==> config.mk <==
export PLATFORM = sky130hd
export DESIGN_NAME = dmem_arbiter
export DESIGN_NICKNAME = d
export VERILOG_FILES = /design/src/rtl/dmem_pkg.sv /design/src/rtl/dmem_arb_pick.sv /design/src/rtl/dmem_arbiter.sv
export SDC_FILE = /design/constraint.sdc
export NUM_CORES = 1
export LEC_CHECK = 0
export BUFFER_PORTS_ARGS = -buffer_cell sky130_fd_sc_hd__buf_2
export CAP_MARGIN = 10
export CORE_AREA = 2 2 105 107
export CTS_CLUSTER_DIAMETER = 60
export DETAILED_ROUTE_END_ITERATION = 10
export DIE_AREA = 0 0 107 109
export GPL_ROUTABILITY_DRIVEN = 0
export HOLD_SLACK_MARGIN = 0.03
export PLACE_DENSITY_LB_ADDON = 0.3
export SLEW_MARGIN = 20
export SYNTH_ARGS = -nofsm -noshare
export SYNTH_HDL_FRONTEND = slang
export SYNTH_SLANG_ARGS = --single-unit
==> constraint.sdc <==
create_clock -name clk -period 2.2 [get_ports clk]
set_input_delay 0.22 -clock clk [delete_from_list [all_inputs] [get_ports clk]]
set_output_delay 0.22 -clock clk [all_outputs]
set_load 0.1 [all_outputs]
==> src/rtl/dmem_pkg.sv <==
// Shared types and constants for the data-memory arbiter.
// Optional feature macro used by this slice: DMEM_ARB_RR_EN (round-robin arbitration).
package dmem_pkg;

    localparam int DEPTH = 256;
    localparam int AW    = 8;

    localparam logic PORT_IF = 1'b0;
    localparam logic PORT_LS = 1'b1;

    typedef enum logic [1:0] {
        IDLE   = 2'd0,
        ACCESS = 2'd1,
        RESP   = 2'd2
    } state_t;

endpackage

==> src/rtl/dmem_arb_pick.sv <==
// Combinational winner select between the fetch and load/store ports.
// DMEM_ARB_RR_EN defined: contended grants alternate; otherwise port 1 has fixed priority.
module dmem_arb_pick
    import dmem_pkg::*;
(
    input  logic req0,
    input  logic req1,
    input  logic last_owner,
    output logic grant_id
);

`ifdef DMEM_ARB_RR_EN
    // Contention goes to whichever port did not win last; a lone requester wins outright.
    always_comb begin
        grant_id = PORT_IF;
        if (req0 && req1) begin
            grant_id = ~last_owner;
        end else if (req1) begin
            grant_id = PORT_LS;
        end
    end
`else
    logic unused_last_owner;
    assign unused_last_owner = last_owner;

    always_comb begin
        grant_id = PORT_IF;
        if (req1) begin
            grant_id = PORT_LS;
        end
        if (!req0 && !req1) begin
            grant_id = PORT_IF;
        end
    end
`endif

endmodule

==> src/rtl/dmem_arbiter.sv <==
// Two-port arbiter/sequencer owning the 256x32 data memory: IDLE -> ACCESS -> RESP.
// Define DMEM_ARB_RR_EN for round-robin arbitration (default: port 1 fixed priority).
module dmem_arbiter
    import dmem_pkg::*;
(
    input  logic        clk,
    input  logic        rst,
    input  logic        req0,
    input  logic        we0,
    input  logic [31:0] addr0,
    input  logic [31:0] wdata0,
    input  logic        req1,
    input  logic        we1,
    input  logic [31:0] addr1,
    input  logic [31:0] wdata1,
    output logic        ack0,
    output logic        ack1,
    output logic [31:0] rdata,
    output logic        err,
    output logic        busy,
    output logic        mem_read,
    output logic        mem_write,
    output logic [31:0] mem_addr,
    output logic [31:0] mem_wdata,
    input  logic [31:0] mem_rdata
);

    state_t         state_q;
    logic           owner_q;
    logic           we_q;
    logic           oor_q;
    logic [31:0]    rdata_q;
    logic           err_q;
    logic           ack0_q;
    logic           ack1_q;
    logic           busy_q;
    logic           mem_read_q;
    logic           mem_write_q;
    logic [AW-1:0]  mem_addr_q;
    logic [31:0]    mem_wdata_q;

    logic           grant_id;
    logic           last_owner;
    logic           sel_we_d;
    logic [31:0]    sel_addr_d;
    logic [31:0]    sel_wdata_d;
    logic           sel_oor_d;

`ifdef DMEM_ARB_RR_EN
    logic           last_q;
    assign last_owner = last_q;
`else
    assign last_owner = PORT_LS;
`endif

    dmem_arb_pick u_pick (
        .req0       (req0),
        .req1       (req1),
        .last_owner (last_owner),
        .grant_id   (grant_id)
    );

    assign sel_we_d    = (grant_id == PORT_LS) ? we1    : we0;
    assign sel_addr_d  = (grant_id == PORT_LS) ? addr1  : addr0;
    assign sel_wdata_d = (grant_id == PORT_LS) ? wdata1 : wdata0;
    assign sel_oor_d   = (sel_addr_d >= 32'(DEPTH));

    always_ff @(posedge clk) begin
        if (rst) begin
            state_q     <= IDLE;
            owner_q     <= PORT_IF;
            we_q        <= 1'b0;
            oor_q       <= 1'b0;
            rdata_q     <= 32'h0;
            err_q       <= 1'b0;
            ack0_q      <= 1'b0;
            ack1_q      <= 1'b0;
            busy_q      <= 1'b0;
            mem_read_q  <= 1'b0;
            mem_write_q <= 1'b0;
            mem_addr_q  <= '0;
            mem_wdata_q <= 32'h0;
`ifdef DMEM_ARB_RR_EN
            last_q      <= PORT_LS;
`endif
        end else begin
            case (state_q)
                IDLE: begin
                    if (req0 || req1) begin
                        // Strobes, address and data are registered here so they are stable for the whole ACCESS cycle.
                        owner_q     <= grant_id;
                        we_q        <= sel_we_d;
                        oor_q       <= sel_oor_d;
                        mem_read_q  <= ~sel_oor_d & ~sel_we_d;
                        mem_write_q <= ~sel_oor_d &  sel_we_d;
                        mem_addr_q  <= sel_addr_d[AW-1:0];
                        mem_wdata_q <= sel_wdata_d;
                        busy_q      <= 1'b1;
                        state_q     <= ACCESS;
`ifdef DMEM_ARB_RR_EN
                        last_q      <= grant_id;
`endif
                    end
                end
                ACCESS: begin
                    rdata_q     <= (we_q || oor_q) ? 32'h0 : mem_rdata;
                    err_q       <= oor_q;
                    ack0_q      <= (owner_q == PORT_IF);
                    ack1_q      <= (owner_q == PORT_LS);
                    mem_read_q  <= 1'b0;
                    mem_write_q <= 1'b0;
                    mem_addr_q  <= '0;
                    mem_wdata_q <= 32'h0;
                    state_q     <= RESP;
                end
                RESP: begin
                    ack0_q  <= 1'b0;
                    ack1_q  <= 1'b0;
                    busy_q  <= 1'b0;
                    state_q <= IDLE;
                end
                default: begin
                    state_q <= IDLE;
                end
            endcase
        end
    end

    // Reset arriving mid-transaction must suppress both the memory write and the acknowledge at once.
    assign mem_write = mem_write_q & ~rst;
    assign ack0      = ack0_q & ~rst;
    assign ack1      = ack1_q & ~rst;

    assign mem_read  = mem_read_q;
    assign mem_addr  = {{(32-AW){1'b0}}, mem_addr_q};
    assign mem_wdata = mem_wdata_q;
    assign rdata     = rdata_q;
    assign err       = err_q;
    assign busy      = busy_q;

endmodule
==> impl.org, run 1 <==
** Synthesis
- Distinct cells, synth :: 31
- After synthesis the cells add up to 3859 um2.
- EDFF count, synth :: 0
- The synthesized netlist devotes 12.19% of its cell area to compound gates.
- For this run, asynchronously set or reset flops after synthesis account for 0%.
- After synthesis, flip-flops and latches occupy 43.06% of the total area.
- Summing the areas of all and, or, nand and nor instances in the mapped netlist gives 22.34% of the synthesized area.
- Yosys printed 0 warnings.
- Of the post-synthesis cell area, the part taken by muxes is 11.41%.
- Among all flip-flop cells after synthesis, the most frequent one is sky130_fd_sc_hd__dfxtp_1.
- By area, the combinational part of the netlist is dominated by simple AND/OR/NAND/NOR gates.
- Synth Area in XOR/XNOR :: 0%
- Number of flip-flops and latches in the synthesized netlist :: 83
- Post-synthesis adder-cell area fraction :: 1.297%
- Post-synthesis cell count :: 457
- A synthesized cell averages 8.444 um2.

** Power
- Portion of total power attributed to sequential cells :: 35.7%
- Portion of total power attributed to the clock network :: 20.1%
- Fraction of power consumed by combinational cells :: 44.2%
- Leakage power total :: 2.705 nW
- In this run the power density over the cells is 907.4 nW/um2.
- NetSw :: 2.284 mW
- Across the VDD grid, the largest voltage drop is 0.0003837 V.
- Internal Dissipation :: 2.540 mW
- Switching Share :: 47.35%
- The design draws 4.824 mW.

** STA
- Setup repair after global routing left no endpoint under its margin.
- The number of max-slew violations in the final report came to 0.
- Final worst-path setup slack :: 0.1825 ns
- Highest Clock Rate :: 495.7 MHz
- The tightest hold path in the finished design has a slack of 0.08247 ns.
- Setup TNS Final :: 0 ns
- The routed design could run at a clock period as short as 2.017 ns.
- Transition time at the pin with the least slew margin :: 0.5425 ns
- Hold Fails Final Rpt :: 0
- Setup-violating endpoint count in the final report :: 0
- The clock arrives with 0.01313 ns of skew.
- In this run the tightest slew margin relative to its limit is 63.70%.
- Share of the clock period used by the worst path :: 91.70%

** Global route
- Global-route congestion overflow total :: 0
- Antenna violations before repair :: 0
- First-pass GRT wire length :: 16.79 mm
- Entering global routing, the biggest net connects 42 pins.
- Vias in the first global route :: 3692
- For this run, the total global-route usage over all layers was measured as 18.42%.

** Floorplanning
- The die covers 11660 um2.
- Core Rows :: 38
- # IOs :: 268
- Initial core utilization :: 36.39%
- Die X :: 107 um
- From bottom edge to top edge, the die measures 109 um.
- The core region is 10600 um2.

** Placed design
- Count of buffers from port buffering :: 243
- Setup WS pre-CTS :: 0.1869 ns
- The wire-length estimate of the detail-placed layout is 8.546 mm.

** Critical path
- Crit-path slowest cell :: sky130_fd_sc_hd__or3b_1
- For the worst setup path, the data arrival time is 2.26 ns.
- STA classifies the critical path startpoint as a register.
- Capture point of the worst reg-to-reg path :: mem_wdata[10]
- The worst register-to-register path has a depth of 8.
- Traced cell by cell, the critical path runs through inv_1 -> ha_1 -> or3b_1 -> o21ai_4 -> buf_12 -> nor3_1 -> a21oi_1 -> nor2_1.
- Nature of the critical path endpoint :: register
- In this design, the stage delay of the slowest critical-path cell is 0.54 ns.
- Broken down by cell family, the worst path's largest delay share belongs to simple AND/OR/NAND/NOR gates.
- The critical path in this run is classified as register to register.
- At the worst endpoint, the required time is 2.44 ns.
- R2R Path Start :: state_q[0]
- In this run the worst path has a maximum fanout of 20.
- Number of buffer and inverter instances along the worst setup path :: 2
- Setup slack on the worst reg-to-reg path comes out at 0.18 ns.

** Clocking
- In this run, CTS created clock tree buffers numbering 9.
- Clock Sink Count :: 83
- Clock-pin slew reported for the worst setup and hold paths after clock tree synthesis :: 0.09 ns
- Once the clock tree was built, the resizer swapped 0 gates to a different size.
- Number of levels the H-tree was split into :: 3
- In this run the post-CTS setup repair buffer count came out at 0.
- Counting along the longest clock path gives a buffer depth of 2.
- Clock latency on the worst-skew pair, taken at its later pin, is 0.36 ns.
- TritonCTS built the clock tree.
- Library cell used as clock root buffer :: sky130_fd_sc_hd__clkbuf_8
- CTS Hold Bufs :: 0

** Layout
- The top cell types in the final layout, fill and taps aside, are 243 x sky130_fd_sc_hd__buf_2, 87 x sky130_fd_sc_hd__nor2_1, 83 x sky130_fd_sc_hd__dfxtp_1, 68 x sky130_fd_sc_hd__a21oi_1.
- Final nets :: 860
- The repair_antennas step left the layout with diodes totalling 0.
- Area Growth Syn to Fin :: 37.78%
- Layout cell share with drive strength beyond 1 :: 40.72%
- Leading cell type in the layout, fill and taps excluded :: sky130_fd_sc_hd__buf_2

** Drt
- Wire length on met2 :: 5.834 mm
- The first detailed-routing pass ran for 4 iterations.
- Met1 WL :: 4.542 mm
- Amount of wire on met3 after detailed routing :: 864 um
- DR iter-0 viols :: 140
- For this block, the via count after detailed routing is 3923.
- Number of nets still failing antenna checks after routing :: 0
- Vias per cell :: 4.698
- Routed signal wires occupy layers up through met4.
- Final wirelength :: 11.40 mm
- Post-route DRC :: 0
- Post-DR wirelength/cell :: 13.66 um

** Run
- Max-Cap Viols :: 0

** Worst hold path
- In this run the most critical hold path is launched from mem_rdata[26].
- Hold Path Cell Cnt :: 3
- Hold/Removal Path Class :: input pin to register
- Worst hold endpoint :: rdata[26]

** Outcome
- The run finished with clean final reports.
==> synth_stat cells (3+ instances only) <==
cell type,instances,area share (%)
sky130_fd_sc_hd__a21oi_1,68,8.8
sky130_fd_sc_hd__a22oi_1,9,1.8
sky130_fd_sc_hd__buf_2,8,1.0
sky130_fd_sc_hd__buf_4,27,5.3
sky130_fd_sc_hd__buf_6,4,1.2
sky130_fd_sc_hd__clkbuf_1,18,1.8
sky130_fd_sc_hd__dfxtp_1,83,43
sky130_fd_sc_hd__ha_1,4,1.3
sky130_fd_sc_hd__inv_1,3,0.29
sky130_fd_sc_hd__mux2_2,8,2.3
sky130_fd_sc_hd__mux2i_1,35,9.1
sky130_fd_sc_hd__nand2_1,3,0.29
sky130_fd_sc_hd__nor2_1,87,8.5
sky130_fd_sc_hd__nor2b_1,35,5.7
sky130_fd_sc_hd__nor3_1,33,4.3
sky130_fd_sc_hd__nor4_1,11,1.8
sky130_fd_sc_hd__o21ai_0,3,0.39
==> logic make-up after synthesis <==
| group | after synthesis |
|---|---|
| adder cells (fa/ha/maj) | 4 |
| other | 1 |
| AND/OR/NAND/NOR | 179 |
| flip-flops | 83 |
| AO/OA/AOI/OAI | 86 |
| multiplexers | 43 |
| buffers and inverters | 61 |
==> sequential cells by signal, indices dropped and copies added, names as in the netlist <==
register and flops:
mem_wdata 32, rdata 32, mem_addr_q 8, state_q 2, ack0_q 1, ack1_q 1
busy 1, err 1, mem_read 1, mem_write_q 1, oor_q 1, owner_q 1
we_q 1
==> layer usage <==
metal / up-vias / track usage, %
li1: 1975 / -
met1: 1764 / 19.82
met2: 171 / 34.39
met3: 13 / 4.901
met4: 0 / 7.143
met5: - / 0
==> worst register-to-register path, stage by stage (launching register included) <==
cell	delay [ns]
sky130_fd_sc_hd__dfxtp_1	0.33
sky130_fd_sc_hd__inv_1	0.12
sky130_fd_sc_hd__ha_1	0.18
sky130_fd_sc_hd__or3b_1	0.54
sky130_fd_sc_hd__o21ai_4	0.26
sky130_fd_sc_hd__buf_12	0.21
sky130_fd_sc_hd__nor3_1	0.07
sky130_fd_sc_hd__a21oi_1	0.14
sky130_fd_sc_hd__nor2_1	0.05
==> stage by stage <==
| stage | area (um2) | instances | util (%) |
|---|---|---|---|
| 2_1_floorplan | 3945 | 480 | - |
| 3_3_place_gp | 5125 | 816 | 48.34 |
| 3_5_place_dp | 5125 | 816 | 48.34 |
| 4_1_cts | 5293 | 832 | 49.92 |
| 5_1_grt | 5316 | 835 | 50.14 |
| 6_report | 5316 | 835 | 50.14 |
==> power by group through the flow <==
stage                     clock network, mW  logic, mW  registers, mW
after floorplan                           0      0.794           2.69
after global placement                    0       2.09           1.75
after detailed placement                  0       2.12           1.75
after CTS                              1.02       2.13           1.72
after global routing                   1.07       2.25           1.74
final                                 0.969       2.13           1.72
==> worst max-delay path by stage <==
stage / start / end / cells after the start
final: state_q[0] / mem_wdata[10] / 8
after global routing: state_q[0] / mem_wdata[16] / 8
after CTS: state_q[0] / mem_wdata[16] / 8
after detailed placement: state_q[0] / mem_wdata[16] / 8
after global placement: state_q[0] / mem_wdata[14] / 8
after floorplan: rst / ack0 / 2
==> cell type report <==
class | count | area, um2
Tap cell | 140 | 175.2
Clock buffer | 10 | 127.6
Timing Repair Buffer | 256 | 1364
Fill cell | 1056 | 5286
Clock inverter | 6 | 40.04
Multi-Input combinational cell | 337 | 1937
Sequential cell | 83 | 1662
Inverter | 3 | 11.26
No activity file was read; power rests on OpenSTA's default activity.
==> run 2: changes to the inputs <==
--- a/config.mk
+++ b/config.mk
@@ -13,7 +13,7 @@
 export DIE_AREA = 0 0 107 109
 export GPL_ROUTABILITY_DRIVEN = 0
 export HOLD_SLACK_MARGIN = 0.03
-export PLACE_DENSITY_LB_ADDON = 0.3
+export PLACE_DENSITY = 0.84
 export SLEW_MARGIN = 20
 export SYNTH_ARGS = -nofsm -noshare
 export SYNTH_HDL_FRONTEND = slang
==> run 2 against run 1 <==
Against the previous run: sequential cell count unchanged; maximum frequency barely moved; sequential power is essentially flat; clock power grew 7%; via count rose by 2.3%; wire length decreased by 0.18%; register-to-register slack barely moved; clock skew fell by 0.0030 ns; worst setup slack worse by 0.00067 ns; first-iteration DRC count increased by 28%; final cell count decreased by 0.12%; critical path type unchanged; largest cell class unchanged.
==> impl.org, run 2 (synthesized netlist as in run 1, its figures left out) <==
** STA
- The post-route clock skew came to 0.01017 ns (-0.002958 ns).
- The number of max-slew violations in the final report is 0 (unchanged).
- Min cycle time layout :: 2.018 ns (+0.0006700 ns)
- The post-route setup TNS is 0 ns (unchanged).
- Tightest slew margin relative to the limit :: 56.20% (-7.5 points)
- The slew at the pin closest to its max-slew limit is 0.6546 ns (+0.1121 ns).
- The final setup violation count came to 0 (unchanged).
- Hold Fails Final Rpt :: 0 (unchanged)
- Setup repair after global routing left no endpoint under its margin.
- Highest Clock Rate :: 495.5 MHz (about the same)
- Share of the clock period used by the worst path :: 91.73% (about the same)

** Drt
- Vias per cell :: 4.814 (+2.5%)
- The violation count after the first detailed-route iteration was 179 (+28%).
- Number of search-and-repair iterations in the first detailed-routing pass :: 4 (unchanged)
- The total length of routed wires came to 11.38 mm (-0.18%).
- Post-DR wirelength/cell :: 13.65 um (about the same)
- Number of nets still failing antenna checks after routing :: 0 (unchanged)
- The number of vias in the routed layout came to 4015 (+2.3%).
- Post-route DRC :: 0 (unchanged)

** Clocking
- The number of resized instances in the post-cts repair step was 0 (unchanged).
- The hold buffer count at CTS was 0 (unchanged).
- The clock transition at the registers of the reported paths came to 0.09 ns (about the same).
- Library cell used as clock root buffer :: sky130_fd_sc_hd__clkbuf_8
- The insertion delay to the later sink of the worst-skew pair is 0.35 ns (about the same).
- Number of clock buffers inserted by TritonCTS :: 9 (unchanged)
- The buffers inserted during post-CTS setup optimization came to 0 (unchanged).
- Maximum clock insertion buffer count :: 2 (unchanged)
- Number of levels the H-tree was split into :: 3 (unchanged)
- Clock Sink Count :: 83 (unchanged)
- TritonCTS built the clock tree.

** Critical path
- The highest fanout seen on the critical path is 18 (-10%).
- Setup slack of the most critical reg-to-reg path :: 0.18 ns (about the same)
- The critical path is of the register to register type.
- The worst setup path is launched from a register.
- Nature of the critical path endpoint :: register
- Worst reg2reg path depth :: 8 (unchanged)
- R2R Path Start :: state_q[1]
- Arr. time, crit path :: 2.25 ns (about the same)
- In this run the critical register-to-register path is captured at mem_wdata[28].
- The required time at the endpoint of the critical path was 2.43 ns (about the same).

** Layout
- Final nets :: 859 (-0.12%)
- Area Growth Syn to Fin :: 37.68% (about the same)
- Number of inserted diodes :: 0 (unchanged)
- The count of fill cells added during filler insertion was 1051 (-0.47%).
- Most frequent cells in the layout :: 243 x sky130_fd_sc_hd__buf_2, 87 x sky130_fd_sc_hd__nor2_1, 83 x sky130_fd_sc_hd__dfxtp_1, 68 x sky130_fd_sc_hd__a21oi_1
- Total area of sequential cells :: 1662 um2 (unchanged)
- The area occupied by multi-input gates is 1928 um2 (-0.45%).
- The ratio of cells with drive above 1 in the final layout is 40.78% (+0.059 points).
- Leading cell type in the layout, fill and taps excluded :: sky130_fd_sc_hd__buf_2

** Worst hold path
- Hold path startpoint :: mem_rdata[15]
- For hold timing, the worst endpoint is rdata[15].
- Hold/Removal Path Class :: input pin to register
- The worst hold path stage count was 3 (unchanged).

** Floorplanning
- Die Height :: 109 um (unchanged)
- The total core area is 10600 um2 (unchanged).
- Die Area :: 11660 um2 (unchanged)
- Initial core utilization :: 36.39% (unchanged)
- # IOs :: 268 (unchanged)
- Die X :: 107 um (unchanged)
- The number of core rows came to 38 (unchanged).

** Global route
- Vias in the first global route :: 3664 (-0.76%)
- Aggregate global-route resource usage :: 18.61% (+0.19 points)
- Antenna violations before repair :: 0 (unchanged)
- First-pass GRT wire length :: 16.84 mm (+0.33%)
- Largest net degree at the start of global routing :: 45 (+7.1%)
- Global-route congestion overflow total :: 0 (unchanged)

** Power
- The total design power came to 4.872 mW (+0.99%).
- Pwr dens :: 917.0 nW/um2 (+1.1%)
- The standby leakage power is 2.705 nW (about the same).
- The worst vdd rail ir drop is 0.0003984 V (+3.8%).

** Run
- Max-Cap Viols :: 0 (unchanged)

** Placed design
- Count of buffers from port buffering :: 243 (unchanged)
- Post-detail-place hpwl :: 8.777 mm (+2.7%)

** Outcome
- Status :: completed
-- run 2: critical path: stages, from the launching register on --
cell and delay, ns:
sky130_fd_sc_hd__dfxtp_1 0.33, sky130_fd_sc_hd__inv_1 0.11, sky130_fd_sc_hd__ha_1 0.17, sky130_fd_sc_hd__or3b_1 0.47, sky130_fd_sc_hd__o21ai_4 0.27, sky130_fd_sc_hd__buf_4 0.29
sky130_fd_sc_hd__nor3_1 0.07, sky130_fd_sc_hd__a21oi_1 0.13, sky130_fd_sc_hd__nor2_1 0.05
-- run 2: stage by stage --
step | cells | setup slack [ns] | utilization (%) | cell area, um2 | hold slack, ns
global placement | 818 | 0.2556 | 48.36 | 5127 | 0.4444
detailed placement | 818 | 0.1943 | 48.36 | 5127 | 0.4522
floorplan | 480 | 0.2419 | - | 3945 | 0.3594
CTS | 834 | 0.1787 | 50.11 | 5313 | 0.06539
finish | 834 | 0.1819 | 50.11 | 5313 | 0.08637
global route | 834 | 0.01114 | 50.11 | 5313 | 0.07986
-- run 2: where the power goes --
| group | switching, mW | internal [mW] |
|---|---|---|
| Clock | 0.588 | 0.451 |
| Combinational | 1.65 | 0.465 |
| Sequential | 0.0691 | 1.65 |
-- run 2: how the worst max path moves through the flow --
| stage | slack (ns) | startpoint | depth (start not counted) | to |
|---|---|---|---|---|
| after detailed placement | 0.19 | state_q[0] | 8 | mem_wdata[29] |
| final | 0.18 | state_q[1] | 8 | mem_wdata[28] |
| after global routing | 0.01 | state_q[1] | 8 | mem_wdata[25] |
| after CTS | 0.18 | state_q[0] | 8 | mem_wdata[28] |
| after floorplan | 0.24 | rst | 2 | ack0 |
| after global placement | 0.26 | state_q[0] | 8 | mem_wdata[28] |
-- run 2: cell type report --
| type | instances | area share (%) |
|---|---|---|
| Multi-Input combinational cell | 336 | 36.29 |
| Sequential cell | 83 | 31.28 |
| Clock buffer | 10 | 2.591 |
| Timing Repair Buffer | 256 | 25.44 |
| Tap cell | 140 | 3.297 |
| Clock inverter | 6 | 0.8950 |
| Inverter | 3 | 0.2120 |
-- run 2: layer usage --
layer  track usage (%)  part of all wire [%]  vias to the layer above
li1                  -                     -                     1980
met1             19.22                    37                     1817
met2             36.31                    53                      196
met3             3.527                   7.7                       22
met4             8.256                   2.4                        0
met5                 0                     0                        -
